## src/rtl/echo_capture.sv

```systemverilog
// Ultrasonic trigger generator and echo pulse-width capture feeding the height stage.
// Define ECHO_MEDIAN3_EN to publish a 3-sample running median (one extra cycle of latency).
module echo_capture #(
  parameter int unsigned TRIG_TICKS   = 120,
  parameter int unsigned PERIOD_TICKS = 720000,
  parameter int unsigned RISE_TIMEOUT = 24000,
  parameter int unsigned ECHO_TIMEOUT = 456000
) (
  input  logic        clk,
  input  logic        reset,
  input  logic        echo_in,
  output logic        trig,
  output logic [31:0] echo_width,
  output logic        width_valid,
  output logic        timeout,
  output logic        no_echo
);

  if (TRIG_TICKS + RISE_TIMEOUT + ECHO_TIMEOUT >= PERIOD_TICKS) begin : g_bad_timing
    $error("echo_capture: TRIG_TICKS + RISE_TIMEOUT + ECHO_TIMEOUT must be below PERIOD_TICKS");
  end

  localparam logic [31:0] TRIG_LAST   = 32'(TRIG_TICKS - 1);
  localparam logic [31:0] PERIOD_LAST = 32'(PERIOD_TICKS - 1);
  localparam logic [31:0] RISE_LAST   = 32'(RISE_TIMEOUT - 1);
  localparam logic [31:0] ECHO_MAX    = 32'(ECHO_TIMEOUT);

  typedef enum logic [1:0] {
    S_TRIG      = 2'd0,
    S_WAIT_RISE = 2'd1,
    S_MEASURE   = 2'd2,
    S_HOLDOFF   = 2'd3
  } state_t;

  function automatic logic [31:0] sat_inc(input logic [31:0] v, input logic [31:0] lim);
    return (v >= lim) ? lim : v + 32'd1;
  endfunction

  state_t      state_q, state_d;
  logic [31:0] cnt_q, cnt_d;
  logic [31:0] pcnt_q, pcnt_d;
  logic        trig_q, trig_d;
  logic        no_echo_q, no_echo_d;
  logic        echo_m_q, echo_s_q, echo_d_q;
  logic        echo_rise, echo_fall;
  logic        pub_v, pub_to;
  logic [31:0] pub_w;
  logic [31:0] echo_width_q;
  logic        width_valid_q, timeout_q;

  // echo_s_q is the synchronized echo; echo_d_q is one cycle older for edge detection
  assign echo_rise = echo_s_q & ~echo_d_q;
  assign echo_fall = ~echo_s_q & echo_d_q;

  always_comb begin
    state_d   = state_q;
    cnt_d     = cnt_q;
    pub_v     = 1'b0;
    pub_to    = 1'b0;
    pub_w     = cnt_q;
    no_echo_d = 1'b0;
    case (state_q)
      S_TRIG: begin
        // trig_q is still low in the first cycle out of reset, so counting waits for it
        if (trig_q) begin
          if (cnt_q >= TRIG_LAST) begin
            state_d = S_WAIT_RISE;
            cnt_d   = '0;
          end else begin
            cnt_d = cnt_q + 32'd1;
          end
        end
      end
      S_WAIT_RISE: begin
        if (echo_rise) begin
          state_d = S_MEASURE;
          cnt_d   = 32'd1;
        end else if (cnt_q >= RISE_LAST) begin
          no_echo_d = 1'b1;
          state_d   = S_HOLDOFF;
          cnt_d     = '0;
        end else begin
          cnt_d = cnt_q + 32'd1;
        end
      end
      S_MEASURE: begin
        // a fall edge takes priority over the timeout in the same cycle
        if (echo_fall) begin
          pub_v   = 1'b1;
          pub_w   = cnt_q;
          state_d = S_HOLDOFF;
          cnt_d   = '0;
        end else if (cnt_q >= ECHO_MAX) begin
          pub_v   = 1'b1;
          pub_to  = 1'b1;
          pub_w   = ECHO_MAX;
          state_d = S_HOLDOFF;
          cnt_d   = '0;
        end else begin
          cnt_d = cnt_q + 32'd1;
        end
      end
      S_HOLDOFF: begin
        cnt_d = '0;
        if ((pcnt_q == PERIOD_LAST) && !echo_s_q) begin
          state_d = S_TRIG;
        end
      end
      default: begin
        state_d = S_TRIG;
        cnt_d   = '0;
      end
    endcase
  end

  assign trig_d = (state_d == S_TRIG);
  assign pcnt_d = (trig_d && !trig_q) ? '0 : sat_inc(pcnt_q, PERIOD_LAST);

  always_ff @(posedge clk or posedge reset) begin
    if (reset) begin
      state_q   <= S_TRIG;
      cnt_q     <= '0;
      pcnt_q    <= '0;
      trig_q    <= 1'b0;
      no_echo_q <= 1'b0;
      echo_m_q  <= 1'b0;
      echo_s_q  <= 1'b0;
      echo_d_q  <= 1'b0;
    end else begin
      state_q   <= state_d;
      cnt_q     <= cnt_d;
      pcnt_q    <= pcnt_d;
      trig_q    <= trig_d;
      no_echo_q <= no_echo_d;
      echo_m_q  <= echo_in;
      echo_s_q  <= echo_m_q;
      echo_d_q  <= echo_s_q;
    end
  end

`ifdef ECHO_MEDIAN3_EN
  function automatic logic [31:0] median3(input logic [31:0] a, input logic [31:0] b,
                                          input logic [31:0] c);
    if (((a <= b) && (b <= c)) || ((c <= b) && (b <= a))) return b;
    if (((b <= a) && (a <= c)) || ((c <= a) && (a <= b))) return a;
    return c;
  endfunction

  logic [31:0] raw_w_q;
  logic        raw_v_q, raw_to_q;
  logic [31:0] win0_q, win1_q;
  logic        win_full_q;
  logic [31:0] med_w;

  // the first sample after reset stands for all three window entries
  assign med_w = win_full_q ? median3(raw_w_q, win0_q, win1_q) : raw_w_q;

  always_ff @(posedge clk or posedge reset) begin
    if (reset) begin
      raw_w_q       <= '0;
      raw_v_q       <= 1'b0;
      raw_to_q      <= 1'b0;
      win0_q        <= '0;
      win1_q        <= '0;
      win_full_q    <= 1'b0;
      echo_width_q  <= '0;
      width_valid_q <= 1'b0;
      timeout_q     <= 1'b0;
    end else begin
      raw_v_q       <= pub_v;
      raw_to_q      <= pub_to;
      width_valid_q <= raw_v_q;
      timeout_q     <= raw_to_q;
      if (pub_v) begin
        raw_w_q <= pub_w;
      end
      if (raw_v_q) begin
        echo_width_q <= med_w;
        win1_q       <= win_full_q ? win0_q : raw_w_q;
        win0_q       <= raw_w_q;
        win_full_q   <= 1'b1;
      end
    end
  end
`else
  always_ff @(posedge clk or posedge reset) begin
    if (reset) begin
      echo_width_q  <= '0;
      width_valid_q <= 1'b0;
      timeout_q     <= 1'b0;
    end else begin
      width_valid_q <= pub_v;
      timeout_q     <= pub_to;
      if (pub_v) begin
        echo_width_q <= pub_w;
      end
    end
  end
`endif

  assign trig        = trig_q;
  assign echo_width  = echo_width_q;
  assign width_valid = width_valid_q;
  assign timeout     = timeout_q;
  assign no_echo     = no_echo_q;

endmodule

```

## config.mk

```make
export PLATFORM = sky130hd
export DESIGN_NAME = echo_capture
export DESIGN_NICKNAME = d
export VERILOG_FILES = /design/src/rtl/echo_capture.sv
export SDC_FILE = /design/constraint.sdc
export NUM_CORES = 1
export LEC_CHECK = 0
export CAP_MARGIN = 10
export CORE_MARGIN = 2
export CORE_UTILIZATION = 57
export CTS_CLUSTER_SIZE = 28
export DETAILED_ROUTE_END_ITERATION = 8
export GPL_ROUTABILITY_DRIVEN = 0
export PLACE_DENSITY_LB_ADDON = 0.15
export SYNTH_ARGS = -nofsm -noshare
export SYNTH_HDL_FRONTEND = slang
export SYNTH_SLANG_ARGS = --single-unit
```

## constraint.sdc

```tcl
create_clock -name clk -period 4.3 [get_ports clk]
set_clock_uncertainty 0.15 [all_clocks]
set_input_delay 0.86 -clock clk [delete_from_list [all_inputs] [get_ports clk]]
set_output_delay 0.86 -clock clk [all_outputs]
set_load 0.02 [all_outputs]
```

==> reports/qor.txt <==
die height: 94.1 um
r2r endpoint: cnt_q[4]
footprint of the multi-input gates: 1880 um2
R2R Path Start: cnt_q[28]
Initial Util: 59.2%
GR Util All Layers: 23.1%
drt drc: 0
hold path endpoint: echo_s_q
clk_lat worst skew: 0.38 ns
crit-path cells: nor4_1 -> nand3_1 -> a2111o_1 -> or3_4 -> and3_1 -> o21ai_0
clock sink count: 105
sequential area share after synthesis: 56.8%
Slew headroom: 35.3%
CP peak stage delay: 0.50 ns
Seq cells post-synth: 105
most numerous cell in the Yosys netlist: dfrtp_1
Vias: 3,359
Register-to-Register Setup Slack: 1.46 ns
Detail Route Antenna Nets: 0
Yosys cell types: 50
CTS max path bufs: 2
critical-path cell with the highest stage delay: and3_1
Max Freq: 352 MHz
Ys Warns: 0
DR vias/cell: 5.87
min-delay src: echo_m_q
post-cts sizing count: 0
Post-Layout Cell Count: 572
Fill cells: 638
Setup violations, final: 0
Overflow after GRT: 0
cts hold-fix bufs: 0
DIE AREA: 8850 um2
Critical Path Start Type: register
root buf cell: clkbuf_8
Clock H-tree levels: 3
RSZ-0062 raised after global routing: false
Leak: 2.34 nW
Slew @ Worst Pin: 0.970 ns
dpl ws: 1.49 ns
ys flop type: dfrtp_1
DRT iter0 DRCs: 219
top cell type's share of synthesized area: 56.8%
crit path max fanout: 26
row cnt: 32
CP endpoint kind: register
Synth top cells by count: 105 x dfrtp_1, 45 x nor2_1, 28 x nand2_1
clk slew on worst S/H paths: 0.10 ns
Inst Count DP: 556
Hold Path Stages: 0
largest cells by area after synthesis: dfrtp_1 57%, a22o_1 4.4%, xor2_1 4.4%, nor2_1 3.7%, xnor2_1 2.7%
setup_tns: 0 ns
n_diodes: 0
die width: 94.1 um
postcts setup bufs: 0
initial antenna violation count: 0
worst path bufs/invs: 0
Post-DP HPWL: 6.37 mm
CTS Buf Count: 9
area delta synth->final: 14.2%
final wirelength: 9.41 mm
Post-synth EDFFs: 0
worst reg2reg path depth: 6
Max VDD drop: 0.000175 V
core area: 7810 um2
crit share post-route: 66.0%
CTS tree: built
I/O Pins: 39
power density cells: 305 nW/um2
Sequential cell area: 2630 um2
status: complete, no violations
Synth area leader: dfrtp_1
PortBufs: 38
number of global-route vias before repair: 3,238
detailed-route wire length per cell: 16.5 um
final setup margin: 1.46 ns
Final Max Tran Viols: 0
Hold Path Class: register to register
max_cap viols: 0
CP top delay family: simple AND/OR/NAND/NOR gates
First-pass DRT Iterations: 4
Final Hold Fails: 0
asr flop ratio synth: 100%
WP data arrival: 2.97 ns
Cells after Synth: 425
# nets final: 471
Avg Inst Size Synth: 10.9 um2
Final min period: 2.84 ns
first-pass GRT wire length: 16.0 mm
Required @ worst endpoint: 4.43 ns
final hold slack: 0.211 ns
layout cell share with drive strength beyond 1: 6.38%
Post-Syn Area: 4630 um2
critical path type: register to register
pin count of the biggest net entering global routing: 61
## worst max-delay path by stage
stage | startpoint | endpoint | cells after the start
4_1_cts | cnt_q[28] | cnt_q[4] | 6
5_1_grt | cnt_q[25] | cnt_q[2] | 6
3_5_place_dp | cnt_q[28] | cnt_q[4] | 6
2_1_floorplan | reset | cnt_q[0] | 1
6_report | cnt_q[28] | cnt_q[4] | 6
3_3_place_gp | cnt_q[30] | cnt_q[2] | 6
## registers in the layout, summed over array words and instances (netlist names)
name and flops:
trig 1, echo_s_q 1, echo_m_q 1, pcnt_q 32, state_q 2, echo_d_q 1, echo_width 32, timeout 1
width_valid 1, no_echo 1, cnt_q 32
## layer usage
| layer | vias up | track usage, % | part of all wire, % |
|---|---|---|---|
| li1 | 1595 | - | - |
| met1 | 1660 | 32.8 | 46 |
| met2 | 98 | 35.4 | 49 |
| met3 | 6 | 5.54 | 4.9 |
| met4 | 0 | 7.25 | 0.67 |
| met5 | - | 0 | 0 |
## layout make-up
| cell class | instances | area share [%] |
|---|---|---|
| Clock inverter | 6 | 0.971 |
| Inverter | 7 | 0.545 |
| Clock buffer | 10 | 2.61 |
| Tap cell | 102 | 2.42 |
| Timing Repair Buffer | 44 | 8.05 |
| Sequential cell | 105 | 49.8 |
| Multi-Input combinational cell | 298 | 35.7 |
## stage by stage
stage	cell area (um2)	utilization, %	power, mW
after global placement	5090	65.2	1.04
after global routing	5280	67.6	1.67
after detailed placement	5090	65.2	1.04
after CTS	5280	67.6	1.63
final	5280	67.6	1.61
after floorplan	4670	-	1.03
## power by group
group | internal (mW) | leakage [nW] | switching (mW) | total (mW)
Sequential | 0.994 | 1.34 | 0.00251 | 0.996
Clock | 0.234 | 0.0923 | 0.351 | 0.586
Combinational | 0.00468 | 0.912 | 0.0223 | 0.0270
Total | 1.23 | 2.34 | 0.376 | 1.61
## cell families (layout without fill, tap and decap cells)
| family | after synthesis | after routing | synth area share [%] |
|---|---|---|---|
| AND/OR/NAND/NOR | 160 | 160 | 17.8 |
| flip-flops | 105 | 105 | 56.8 |
| AO/OA/AOI/OAI | 86 | 86 | 14.1 |
| XOR/XNOR | 37 | 37 | 7.01 |
| buffers and inverters | 33 | 67 | 3.38 |
| adder cells (fa/ha/maj) | 3 | 3 | 0.812 |
| other | 1 | 12 | 0.0811 |
## placed cells by master (no fill, tap or decap), types with 3 or more instances in the layout
cell type,n
a211oi_1,7
a21o_1,3
a21oi_1,10
a22o_1,23
a22oi_1,14
and2_1,8
and3_1,8
and4_1,3
buf_4,6
clkbuf_8,10
clkdlybuf4s50_1,38
conb_1,12
dfrtp_1,105
ha_1,3
inv_1,6
nand2_1,28
nand2b_1,3
nand3_1,19
nand4_1,11
nor2_1,45
nor2b_1,4
nor3_1,7
nor4_1,11
o21ai_0,5
o22a_1,9
or3_1,3
xnor2_1,14
xor2_1,23
No activity file was read; power rests on OpenSTA's default activity.
